`src/rtl/fix_point_accumulator.sv`:
```
// fix_point_accumulator
//   Initiator side of the fixed-point adder poke/peek handshake. Accepts LEN
//   sign-magnitude samples on a valid/ready input and, for each one, pokes an
//   external adder with {running accumulator, sample}. It captures the
//   adder's result as the new accumulator. The final sum is presented on
//   acc_out with a one-cycle acc_valid pulse.
//
// Optional build macro: FXACC_OVF_DETECT_EN
//   When defined, a same-sign add whose result magnitude shrinks is
//   saturated to {sign, all ones} and the sticky ovf flag is set. When
//   undefined, the adder result is stored as-is and ovf is tied low.
//
// Ports
//   clk, rstn            clock, asynchronous active-low reset
//   start, len           begin an accumulation of len samples (IDLE only)
//   in_data/in_valid/in_ready   sample input handshake
//   add_a, add_b         adder operands (accumulator, latched sample)
//   add_poke             one-cycle adder request
//   add_sum, add_peek    adder result and result-valid
//   acc_out, acc_valid   final sum and its one-cycle valid pulse
//   busy                 high whenever not IDLE
//   err                  sticky adder timeout flag, cleared by accepted start
//   ovf                  sticky magnitude overflow flag
`default_nettype none

module fix_point_accumulator #(
  parameter int N       = 16,
  parameter int Q       = 13,
  parameter int CNT_W   = 8,
  parameter int ADD_LAT = 1,
  parameter int TIMEOUT = 16
) (
  input  logic             clk,
  input  logic             rstn,
  input  logic             start,
  input  logic [CNT_W-1:0] len,
  input  logic [N-1:0]     in_data,
  input  logic             in_valid,
  output logic             in_ready,
  output logic [N-1:0]     add_a,
  output logic [N-1:0]     add_b,
  output logic             add_poke,
  input  logic [N-1:0]     add_sum,
  input  logic             add_peek,
  output logic [N-1:0]     acc_out,
  output logic             acc_valid,
  output logic             busy,
  output logic             err,
  output logic             ovf
);

  if (Q >= N || TIMEOUT <= ADD_LAT) begin : g_param_check
    $error("fix_point_accumulator: need Q < N and TIMEOUT > ADD_LAT");
  end

  localparam int WCNT_W = $clog2(TIMEOUT + 1);
  localparam logic [WCNT_W-1:0] LAT_C    = ADD_LAT[WCNT_W-1:0];
  localparam logic [WCNT_W-1:0] TO_C     = TIMEOUT[WCNT_W-1:0];
  localparam logic [WCNT_W-1:0] W_ONE    = {{(WCNT_W-1){1'b0}}, 1'b1};
  localparam logic [CNT_W-1:0]  CNT_ONE  = {{(CNT_W-1){1'b0}}, 1'b1};
  localparam logic [N-1:0]      NEG_ZERO = {1'b1, {(N-1){1'b0}}};

  typedef enum logic [2:0] {
    S_IDLE,
    S_LOAD,
    S_POKE,
    S_WAIT,
    S_DONE
  } state_t;

  state_t            r_state, w_state_nxt;
  logic [N-1:0]      r_acc;
  logic [N-1:0]      r_opb;
  logic [CNT_W-1:0]  r_cnt;
  logic [WCNT_W-1:0] r_wcnt;
  logic [N-1:0]      r_acc_out;
  logic              r_acc_valid;
  logic              r_err;

  logic              w_accept;
  logic              w_capture;
  logic              w_timeout;
  logic [WCNT_W-1:0] w_wcnt_inc;
  logic [N-1:0]      w_capt;
  logic [N-1:0]      w_capt_norm;

  // The wait counter is cleared in POKE; w_wcnt_inc is the number of cycles
  // elapsed since the poke cycle, so the first WAIT cycle already counts as
  // one. This gives the LOAD/POKE/WAIT three-cycle rate with ADD_LAT=1.
  assign w_wcnt_inc = r_wcnt + W_ONE;

`ifdef FXACC_OVF_DETECT_EN
  logic r_ovf;
  logic w_ovf;

  // Same-sign add whose magnitude came back smaller than an operand wrapped.
  assign w_ovf  = (r_acc[N-1] == r_opb[N-1]) &&
                  ((add_sum[N-2:0] < r_acc[N-2:0]) ||
                   (add_sum[N-2:0] < r_opb[N-2:0]));
  assign w_capt = w_ovf ? {r_acc[N-1], {(N-1){1'b1}}} : add_sum;
  assign ovf    = r_ovf;
`else
  assign w_capt = add_sum;
  assign ovf    = 1'b0;
`endif

  assign w_capt_norm = (w_capt == NEG_ZERO) ? '0 : w_capt;

  always_comb begin
    w_state_nxt = r_state;
    w_accept    = 1'b0;
    w_capture   = 1'b0;
    w_timeout   = 1'b0;
    case (r_state)
      S_IDLE: if (start && (len != '0)) w_state_nxt = S_LOAD;
      S_LOAD: begin
        if (in_valid) begin
          w_accept    = 1'b1;
          w_state_nxt = S_POKE;
        end
      end
      S_POKE: w_state_nxt = S_WAIT;
      S_WAIT: begin
        if ((w_wcnt_inc >= LAT_C) && add_peek) begin
          w_capture   = 1'b1;
          w_state_nxt = (r_cnt == CNT_ONE) ? S_DONE : S_LOAD;
        end else if (w_wcnt_inc >= TO_C) begin
          w_timeout   = 1'b1;
          w_state_nxt = S_IDLE;
        end
      end
      S_DONE:  w_state_nxt = S_IDLE;
      default: w_state_nxt = S_IDLE;
    endcase
  end

  // acc_out/acc_valid are loaded on the edge entering DONE, so the pulse
  // coincides with the DONE cycle and acc_out is already valid during it.
  always_ff @(posedge clk or negedge rstn) begin
    if (!rstn) begin
      r_state     <= S_IDLE;
      r_acc       <= '0;
      r_opb       <= '0;
      r_cnt       <= '0;
      r_wcnt      <= '0;
      r_acc_out   <= '0;
      r_acc_valid <= 1'b0;
      r_err       <= 1'b0;
`ifdef FXACC_OVF_DETECT_EN
      r_ovf       <= 1'b0;
`endif
    end else begin
      r_state     <= w_state_nxt;
      r_acc_valid <= 1'b0;
      case (r_state)
        S_IDLE: begin
          if (start) begin
            if (len != '0) begin
              r_acc <= '0;
              r_cnt <= len;
              r_err <= 1'b0;
`ifdef FXACC_OVF_DETECT_EN
              r_ovf <= 1'b0;
`endif
            end else begin
              r_acc_out   <= '0;
              r_acc_valid <= 1'b1;
            end
          end
        end
        S_LOAD: if (w_accept) r_opb <= in_data;
        S_POKE: r_wcnt <= '0;
        S_WAIT: begin
          r_wcnt <= w_wcnt_inc;
          if (w_capture) begin
            r_acc <= w_capt_norm;
            r_cnt <= r_cnt - CNT_ONE;
`ifdef FXACC_OVF_DETECT_EN
            if (w_ovf) r_ovf <= 1'b1;
`endif
            if (r_cnt == CNT_ONE) begin
              r_acc_out   <= w_capt_norm;
              r_acc_valid <= 1'b1;
            end
          end
          if (w_timeout) r_err <= 1'b1;
        end
        default: ;
      endcase
    end
  end

  assign in_ready  = (r_state == S_LOAD);
  assign add_poke  = (r_state == S_POKE);
  assign add_a     = r_acc;
  assign add_b     = r_opb;
  assign acc_out   = r_acc_out;
  assign acc_valid = r_acc_valid;
  assign busy      = (r_state != S_IDLE);
  assign err       = r_err;

endmodule

`default_nettype wire

```
`config.mk`:
```
export PLATFORM = sky130hd
export DESIGN_NAME = fix_point_accumulator
export DESIGN_NICKNAME = d
export VERILOG_FILES = /design/src/rtl/fix_point_accumulator.sv
export SDC_FILE = /design/constraint.sdc
export NUM_CORES = 1
export LEC_CHECK = 0
export CORE_ASPECT_RATIO = 0.75
export CORE_MARGIN = 2
export CORE_UTILIZATION = 41
export DETAILED_ROUTE_END_ITERATION = 10
export PLACE_DENSITY = 0.87
export SYNTH_ARGS = -nofsm -noshare
export SYNTH_HDL_FRONTEND = slang
export SYNTH_SLANG_ARGS = --single-unit
```
`constraint.sdc`:
```
create_clock -name clk -period 2 [get_ports clk]
set_clock_uncertainty 0.05 [all_clocks]
set_input_delay 0.5 -clock clk [delete_from_list [all_inputs] [get_ports clk]]
set_output_delay 0.5 -clock clk [all_outputs]
set_load 0.05 [all_outputs]
```
==> impl_metrics.ini <==
[clock_tree]
clock_sinks = 66
cts.path.max_buffers = 2
ctsRootBufferMaster = clkbuf_8
ctsHoldBuffers = 0
htreeDepth = 3
clock_latency_ns = 0.34
cts_buffers = 9
cts_tree = built
path_clk_slew_ns = 0.07

[layout]
num_antenna_cells = 0
fin_area_um2 = 4770
num-nets-final = 453
drive_gt1_share_pct = 41.9
area_growth_syn_to_layout_pct = 57.4
fin_cells = 509
final_common_cell = buf_4
layout_common_cells = buf_4 (99), dfrtp_1 (64), clkdlybuf4s50_1 (36)
fillers = 575

[worst_setup_path]
path_cells = ha_2 -> xor2_2 -> nor4_4 -> a31oi_4 -> buf_6 -> nor2_4 -> buf_12 -> a22o_1
path_class = reg -> reg
crit_fanout = 16
cpPeakStageDelay_ns = 0.42
end_kind = register
start_kind = register
crit_slowest_cell = dfrtp_1
worstPathArrival_ns = 2.27
cp_top_family = simple AND/OR/NAND/NOR gates
crit_buf_inv = 2
worstPathRequired_ns = 2.22
reg2reg_setup_slack_ns = -0.05

[detailed_routing]
totalWireLength_mm = 8.65
drt_pass1_iterations = 6
first_iter_violations = 140
via_per_inst = 5.28
ant_nets = 0
vias = 2686
wire_per_inst_um = 17.0
drc = 0

[timing]
fin_crit_ns = 2.05
finalSetupTns_ns = -0.659
finalCritPeriodShare_pct = 102
setup_viol = 30
holdWs_ns = 0.118
slew_violations = 0
rsz0062_at_grt = true
fmax_mhz = 489
fin_ws_ns = -0.0461
finalHoldViolCount = 0

[floorplanning]
die_h_um = 78.4
placeableCoreArea_um2 = 7260
start_util_pct = 41.7
chipWidth_um = 103
die-area_um2 = 8100
row_count = 27
ios = 99

[power]
p_per_area_nw_per_um2 = 1780
combPwrFrac_pct = 58.0
p_clk_share_pct = 14.5
p_int_w = 0.00449
swShare_pct = 47.2
ir_drop_mv = 0.996
power.total_w = 0.00850
p_switching_w = 0.00401
p_leak_nw = 2.15
pwr-share-seq_pct = 27.5

[yosys]
syn_area_um2 = 3030
yosysSeqAreaShare_pct = 54.5
synth_nets = 298
async_flop_share_pct = 100
synthCells = 249
ys_ff_latch = 66
syn_avg_cell_area_um2 = 12.2
synth-edff-count = 0
ys.flop_type = dfrtp_1
ys_warn_count = 0
ys_types = 54

[grt]
grt_max_degree = 67
grt_first_pass_wirelength_mm = 13.8
grt.total_usage_pct = 22.5
antenna_found_initial = 0
grt_pass1_vias = 2795
overflow = 0

[job]
drv_cap = 0

[placement]
postPlaceCellArea_um2 = 4360
io_buffers = 97
place_inst = 484
place.detailed.hpwl_mm = 6.00
place_congestion = 0.864

[status]
violations = negative setup slack
status = complete, but fails checks

[worst_hold_path]
hold_class = in -> async
## repair_timing
item,4_1_cts,5_1_grt
cloned,0,2
endpoints found under the setup margin,43,44
gates resized for setup,21,16
buffers inserted,6,2
pin swaps,10,16
## worst register-to-register path, stage by stage, from the launching register on
cell	delay, ns
dfrtp_1	0.42
ha_2	0.23
xor2_2	0.16
nor4_4	0.27
a31oi_4	0.19
buf_6	0.18
nor2_4	0.17
buf_12	0.16
a22o_1	0.15
## state kept, by name (all words and copies together) (netlist names)
register	count
add_a	16
acc_valid	1
err	1
r_cnt	8
r_state	3
acc_out	16
add_b	16
r_wcnt	5
## power groups by stage
| stage | Combinational [W] | Clock (W) | Sequential [W] |
|---|---|---|---|
| after detailed placement | 0.00472 | 0 | 0.00232 |
| after global routing | 0.00518 | 0.00133 | 0.00240 |
| after floorplan | 0.00154 | 0 | 0.00381 |
| after global placement | 0.00459 | 0 | 0.00230 |
| after CTS | 0.00481 | 0.00125 | 0.00232 |
| final | 0.00493 | 0.00123 | 0.00234 |
## logic make-up (layout without fill, tap and decap cells)
group                      after synthesis  after routing  synth area share [%]
AOI/OAI and AO/OA                       69             69                  18.8
DFF                                     66             66                  54.5
and+or+nand+nor                         64             65                  13.0
buffers and inverters                   25            183                  4.71
muxes                                   17             17                  6.28
adders and majority gates                4              4                  1.65
xor gates and xnor gates                 3              3                 0.868
other                                    1              1                 0.124
## cell type report
| class | count | area (um^2) | share of cell area [%] |
|---|---|---|---|
| clock buffers | 9 | 124 | 2.60 |
| flip-flops and latches | 66 | 1650 | 34.7 |
| repair buffers | 157 | 1380 | 28.8 |
| clock inverters | 6 | 92.6 | 1.94 |
| well taps | 101 | 126 | 2.65 |
| multi-input cells | 159 | 1360 | 28.4 |
| inverters | 11 | 41.3 | 0.866 |
## stage by stage
step | worst slack, ns | util (%)
detailed placement | -0.437 | 60.0
floorplan | 0.00811 | -
global route | -0.105 | 65.7
global placement | -0.402 | 60.0
finish | -0.0461 | 65.7
CTS | -0.00828 | 64.4
## cells in the mapped netlist, types with 2 or more instances
master	instances	area share, %
a21oi_1	4	0.66
a22o_1	31	9.0
a31oi_1	3	0.62
and4_1	2	0.58
buf_2	6	0.99
buf_6	5	1.9
clkbuf_1	2	0.25
dfrtp_1	66	55
ha_1	4	1.7
inv_1	9	1.1
inv_2	2	0.25
mux2_1	10	3.7
mux2_2	6	2.2
nand2_1	12	1.5
nand3_1	9	1.5
nand4_1	2	0.41
nor2_1	11	1.4
nor2_4	2	0.74
nor3_1	8	1.3
nor3_2	4	1.3
nor4_1	3	0.62
o211ai_2	2	0.83
o21ai_0	8	1.3
o21ai_1	4	0.66
o22ai_1	2	0.41
or4_4	2	0.74
xor2_1	3	0.87
## metal layers
layer,vias to the layer above,wire length [um],track usage (%),part of all wire (%)
met2,86,4360,37.3,50
met5,-,0,0,0
met1,1349,3660,27.7,42
met3,13,489,6.86,5.7
li1,1238,-,-,-
met4,0,139,7.76,1.6
## path summary, 6_finish.rpt
check / from / to / depth (start not counted)
worst min-delay path: rstn / add_b[5]$_DFFE_PN0P_ / 2
worst max register to register: r_wcnt[0]$_DFFE_PN0P_ / add_a[2]$_DFFE_PN0P_ / 8
worst max-delay path: r_wcnt[0]$_DFFE_PN0P_ / add_a[2]$_DFFE_PN0P_ / 8
min in group clk: add_b[9]$_DFFE_PN0P_ / add_b[9]$_DFFE_PN0P_ / 1
worst min register to register: add_b[9]$_DFFE_PN0P_ / add_b[9]$_DFFE_PN0P_ / 1
max in group asynchronous: rstn / r_state[0]$_DFFE_PN0P_ / 2
(Power assumes the default switching activity.)
